$ cat config.mk
export PLATFORM = sky130hd
export DESIGN_NAME = vga_fb_arbiter
export DESIGN_NICKNAME = d
export VERILOG_FILES = /design/src/rtl/vga_fb_arbiter.sv
export SDC_FILE = /design/constraint.sdc
export NUM_CORES = 1
export LEC_CHECK = 0
export BUFFER_PORTS_ARGS = -buffer_cell sky130_fd_sc_hd__buf_2
export CAP_MARGIN = 30
export CORE_UTILIZATION = 44
export DETAILED_ROUTE_END_ITERATION = 10
export HOLD_SLACK_MARGIN = 0.15
export PLACE_DENSITY = 0.77
export SYNTH_ARGS = -nofsm -noshare
export SYNTH_HDL_FRONTEND = slang
export SYNTH_SLANG_ARGS = --single-unit
$ cat constraint.sdc
create_clock -name clk -period 3.1 [get_ports clk]
set_input_delay 0.62 -clock clk [delete_from_list [all_inputs] [get_ports clk]]
set_output_delay 0.62 -clock clk [all_outputs]
set_load 0.03 [all_outputs]
$ cat src/rtl/vga_fb_arbiter.sv
// Framebuffer RAM port arbiter: VGA scan-out reads take every phase-0 active
// pixel, remaining cycles serve the pixel writer or the hardware clear engine.
module vga_fb_arbiter #(
   parameter int FB_W   = 160,
   parameter int FB_H   = 120,
   parameter int ADDR_W = 15
) (
   input  logic              clk,
   input  logic              reset,
   input  logic              video_on,
   input  logic [9:0]        curr_x,
   input  logic [9:0]        curr_y,
   input  logic              hsync_in,
   input  logic              vsync_in,
   output logic              hsync,
   output logic              vsync,
   output logic [11:0]       rgb,
   input  logic              wr_valid,
   output logic              wr_ready,
   input  logic [ADDR_W-1:0] wr_addr,
   input  logic [11:0]       wr_data,
   input  logic              clear_start,
   input  logic [11:0]       clear_color,
   output logic              busy,
   output logic              clear_done,
   output logic [ADDR_W-1:0] ram_addr,
   output logic              ram_we,
   output logic [11:0]       ram_wdata,
   input  logic [11:0]       ram_rdata
);
   localparam logic [31:0]       FB_SIZE   = 32'(FB_W * FB_H);
   localparam logic [ADDR_W-1:0] LAST_ADDR = ADDR_W'(FB_W * FB_H - 1);

   typedef enum logic {IDLE, CLEAR} state_t;

   state_t            state, state_nxt;
   logic [ADDR_W-1:0] clr_addr, clr_addr_nxt;
   logic [11:0]       clr_color;
   logic              done_nxt, done_r;
   logic              rd_slot;
   logic [ADDR_W-1:0] rd_addr;
   logic              wr_in_range;

   logic              rd_p1;
   logic              vid_p1, vid_p2;
   logic              hs_p1, hs_p2;
   logic              vs_p1, vs_p2;
   logic [11:0]       pix_p2;

   // Stage 0: arbitration and RAM address/write generation
   assign rd_slot     = video_on && (curr_x[1:0] == 2'd0);
   assign rd_addr     = ADDR_W'(32'(curr_y >> 2) * 32'(FB_W) + 32'(curr_x >> 2));
   assign wr_in_range = 32'(wr_addr) < FB_SIZE;

   always_comb begin
      state_nxt    = state;
      clr_addr_nxt = clr_addr;
      done_nxt     = 1'b0;
      wr_ready     = 1'b0;
      busy         = 1'b0;
      ram_we       = 1'b0;
      ram_addr     = rd_addr;
      ram_wdata    = wr_data;
      case (state)
         IDLE: begin
            wr_ready = !rd_slot;
            if (!rd_slot) begin
               ram_addr = wr_addr;
               ram_we   = wr_valid && wr_in_range;
            end
            if (clear_start) begin
               state_nxt    = CLEAR;
               clr_addr_nxt = '0;
            end
         end
         CLEAR: begin
            busy = 1'b1;
            if (!rd_slot) begin
               ram_addr     = clr_addr;
               ram_we       = 1'b1;
               ram_wdata    = clr_color;
               clr_addr_nxt = clr_addr + 1'b1;
               if (clr_addr == LAST_ADDR) begin
                  state_nxt = IDLE;
                  done_nxt  = 1'b1;
               end
            end
         end
         default: state_nxt = IDLE;
      endcase
      // Nothing may be accepted or written while reset is held.
      if (reset) begin
         wr_ready = 1'b0;
         ram_we   = 1'b0;
      end
   end

   always_ff @(posedge clk or posedge reset) begin
      if (reset) begin
         state    <= IDLE;
         clr_addr <= '0;
         done_r   <= 1'b0;
      end else begin
         state    <= state_nxt;
         clr_addr <= clr_addr_nxt;
         done_r   <= done_nxt;
      end
   end

   always_ff @(posedge clk) begin
      if (state == IDLE && clear_start)
         clr_color <= clear_color;
   end

   assign clear_done = done_r;

   // Stage 1/2: RAM read return, pixel hold and sync/video alignment
   always_ff @(posedge clk or posedge reset) begin
      if (reset) begin
         rd_p1  <= 1'b0;
         vid_p1 <= 1'b0;
         vid_p2 <= 1'b0;
         hs_p1  <= 1'b0;
         hs_p2  <= 1'b0;
         vs_p1  <= 1'b0;
         vs_p2  <= 1'b0;
         pix_p2 <= 12'h000;
      end else begin
         rd_p1  <= rd_slot;
         vid_p1 <= video_on;
         vid_p2 <= vid_p1;
         hs_p1  <= hsync_in;
         hs_p2  <= hs_p1;
         vs_p1  <= vsync_in;
         vs_p2  <= vs_p1;
         if (rd_p1)
            pix_p2 <= ram_rdata;
      end
   end

   assign rgb   = vid_p2 ? pix_p2 : 12'h000;
   assign hsync = hs_p2;
   assign vsync = vs_p2;

endmodule

==> metrics.md <==
| Metric | Value |
|---|---|
| Die height | 84.5 um |
| Fillcell total | 538 |
| TritonRoute pass-1 iters | 8 |
| Leak pwr | 2.04 nW |
| Final count of negative-setup-slack endpoints | 3 |
| Number of global-route vias before repair | 2590 |
| Worst min path class | reg -> reg |
| GRT Total Usage | 0.196 |
| Synthesis Warnings | 0 |
| CP top delay family | adder cells |
| Post-DP HPWL | 5.28 mm |
| Core Util, Final | 0.630 |
| Post-Layout Inst Area | 0.00407 mm2 |
| Failing checks | DRC, setup timing |
| Die ar. | 0.00714 mm2 |
| Comb power frac | 0.346 |
| CP Max Fanout | 3 |
| Starting Density | 0.464 |
| Max clock buf depth | 2 |
| Post-synth EDFFs | 12 |
| DRT iter0 DRCs | 65 |
| Critical path arrival | 2.62 ns |
| Worst path cell trace | buf_8 -> ha_4 -> ha_4 -> inv_2 -> fa_2 -> and2b_2 -> o22ai_4 -> xnor2_2 -> nand3_1 -> xor2_1 -> a21oi_2 -> buf_6 |
| Hold Vio Cnt, Final | 0 |
| H-tree levels | 2 |
| Fraction of power consumed by sequential logic | 0.425 |
| CP max-delay cell | fa_2 |
| # DRC | 11 |
| Ports | 123 |
| Vias per cell | 5.14 |
| Syn_nets | 409 |
| DRT antenna net count | 0 |
| CP endpoint kind | primary output |
| Switching power total | 0.608 mW |
| Tcrit/Tclk final | 1.05 |
| Yosys reg bits | 48 |
| Regs by FF count | clr_addr: 15 flops, clr_color: 12 flops, pix_p2: 12 flops |
| Largest Register | clr_addr |
| Most instantiated library cell after synthesis | nand2_1 |
| PwrDens | 444 mW/mm2 |
| Synth top area share | 0.301 |
| Port bufs | 120 |
| Asr flop ratio synth | 0.750 |
| Post-Synthesis Cells | 313 |
| Postcts setup bufs | 0 |
| Post-synth design cell area | 0.00299 mm2 |
| Max Cap Viol | 0 |
| Antenna violations before repair | 0 |
| TritonCTS buffer count | 5 |
| Layout area overhead | 35.9% |
| Row cnt | 29 |
| Clock share of power | 0.229 |
| Largest area contributor in the netlist | dfrtp_1 |
| Nature of the critical path startpoint | input port |
| Placed instance area | 0.00386 mm2 |
| VDD IR max | 0.000241 V |
| Worst-margin pin slew | 0.629 ns |
| RSZ-0062 raised after global routing | yes |
| Commonest cells in the synthesized netlist | 71 x nand2_1, 36 x dfrtp_1, 19 x mux2i_1, 19 x o21ai_0, 16 x ha_1 |
| Register area | 0.00126 mm2 |
| Multi-input gate area | 0.00177 mm2 |
| Max Clock Freq | 308 MHz |
| Buffers & Inverters on Critical Path | 3 |
| Crit path required time | 2.48 ns |
| CP max stage delay | 0.37 ns |
| Nets | 544 |
| Clk sinks | 48 |
| First-pass GRT wire length | 11.3 mm |
| Sequential area share after synthesis | 0.421 |
| Max_slew headroom | 0.581 |
| Finished Layout Cells | 526 |
| Overflow after GRT | 0 |
| Final wirelength | 6.83 mm |
| Fraction of layout cells with a size suffix above 1 | 0.423 |
| Clock latency on the worst-skew pair | 0.30 ns |
| Cell mode on critical path | ha_4 |
| Overall power | 1.81 mW |
| Number of distinct library cells after synthesis | 48 |
| Placed cells | 518 |
| CORE AREA | 0.00646 mm2 |
| CTS tree | done |
| Post-Syn Area per Cell | 9.57 um2 |
| Period minus WS final | 3.24 ns |
| Clock root cell | clkbuf_8 |
| GPL Wtd Cong | 0.845 |
| DR WL/cell | 13.0 um |
| Die width | 84.5 um |
| Synth Flop Type | dfrtp_1 |
| Largest net degree at the start of global routing | 37 |
| Worst Skew | 0.00720 ns |
| Outcome | complete, but fails checks |
| CP Class | in -> out |
| Switching share of total power | 0.336 |
| Int Pwr | 1.20 mW |
| Max-slew violations | 0 |
| N_diodes | 0 |
| Synth area leaders | dfrtp_1 30%, edfxtp_1 12%, nand2_1 8.9% |
| Vias | 2703 |
| Number of flip-flops in the largest register | 15 |
| Clock-pin slew on the worst setup and hold paths | 0.08 ns |
| Setup slack after layout | -0.145 ns |
## area by class of cell
type,count,share of cell area
Sequential cell,48,0.310
Tap cell,77,0.0237
Inverter,8,0.00738
Clock inverter,2,0.00308
Timing Repair Buffer,141,0.197
Multi-Input combinational cell,244,0.435
Clock buffer,6,0.0231
## metrics by stage
step	hold slack [ns]	setup WS, ns	setup TNS [ns]
after floorplan	0.331	-0.0608	-0.114
after global placement	0.333	-0.199	-0.584
after detailed placement	0.340	-0.249	-0.794
after CTS	0.358	-0.126	-0.356
after global routing	0.368	-0.256	-0.701
final	0.358	-0.145	-0.404
## kinds of logic (layout without fill, tap and decap cells)
family,after synthesis,in the layout,share of synthesized area
buf+inv,21,157,0.0293
flops,48,48,0.421
fa+ha+maj,18,18,0.0802
xor+xnor,10,10,0.0293
compound gates,43,43,0.0907
mux,31,31,0.109
simple gates,142,142,0.241
## power by group through the flow
stage	Sequential [mW]	Clock (mW)	Combinational (mW)
finish	0.769	0.413	0.625
global placement	0.779	0	0.579
floorplan	0.767	0	0.414
CTS	0.769	0.423	0.622
global route	0.783	0.445	0.687
detailed placement	0.782	0	0.598
## worst paths after layout
path / cells after the start / endpoint / startpoint / slack [ns]
worst max register to register: 6 / state / state / 1.09
min in group asynchronous: 3 / clr_addr[12] / reset / 0.42
max in group asynchronous: 3 / hs_p1 / reset / 2.34
worst min-delay path: 0 / vsync / vs_p1 / 0.36
worst max-delay path: 12 / ram_addr[13] / curr_y[5] / -0.14
worst min register to register: 0 / vsync / vs_p1 / 0.36
## timing repair
item                       4_1_cts  5_1_grt
hold buffers                     0        0
resized for setup               23        2
setup endpoints to repair        4        6
pin swaps                       14        2
## layer usage
metal  track usage  routed length (um)
met5             0                   0
met4        0.0616                  55
met3        0.0393                 455
met2         0.349                3410
met1         0.240                2900
## layout by cell type (no fill, tap or decap), drive strengths merged, types with 3 or more instances in the layout
master  synthesis  layout
mux2i          19      19
nor3            4       4
nand3          10      10
nor2b          10      10
buf             6     141
nand2          71      71
dfrtp          36      36
a21oi           9       9
nand4           4       4
and3            3       3
inv             8       8
o21ai          20      20
clkbuf          7       6
xnor2           8       8
edfxtp         12      12
mux2           12      12
nor2           12      12
nand2b          4       4
ha             16      16
and2           12      12
a211oi          6       6
(Power assumes the default switching activity.)
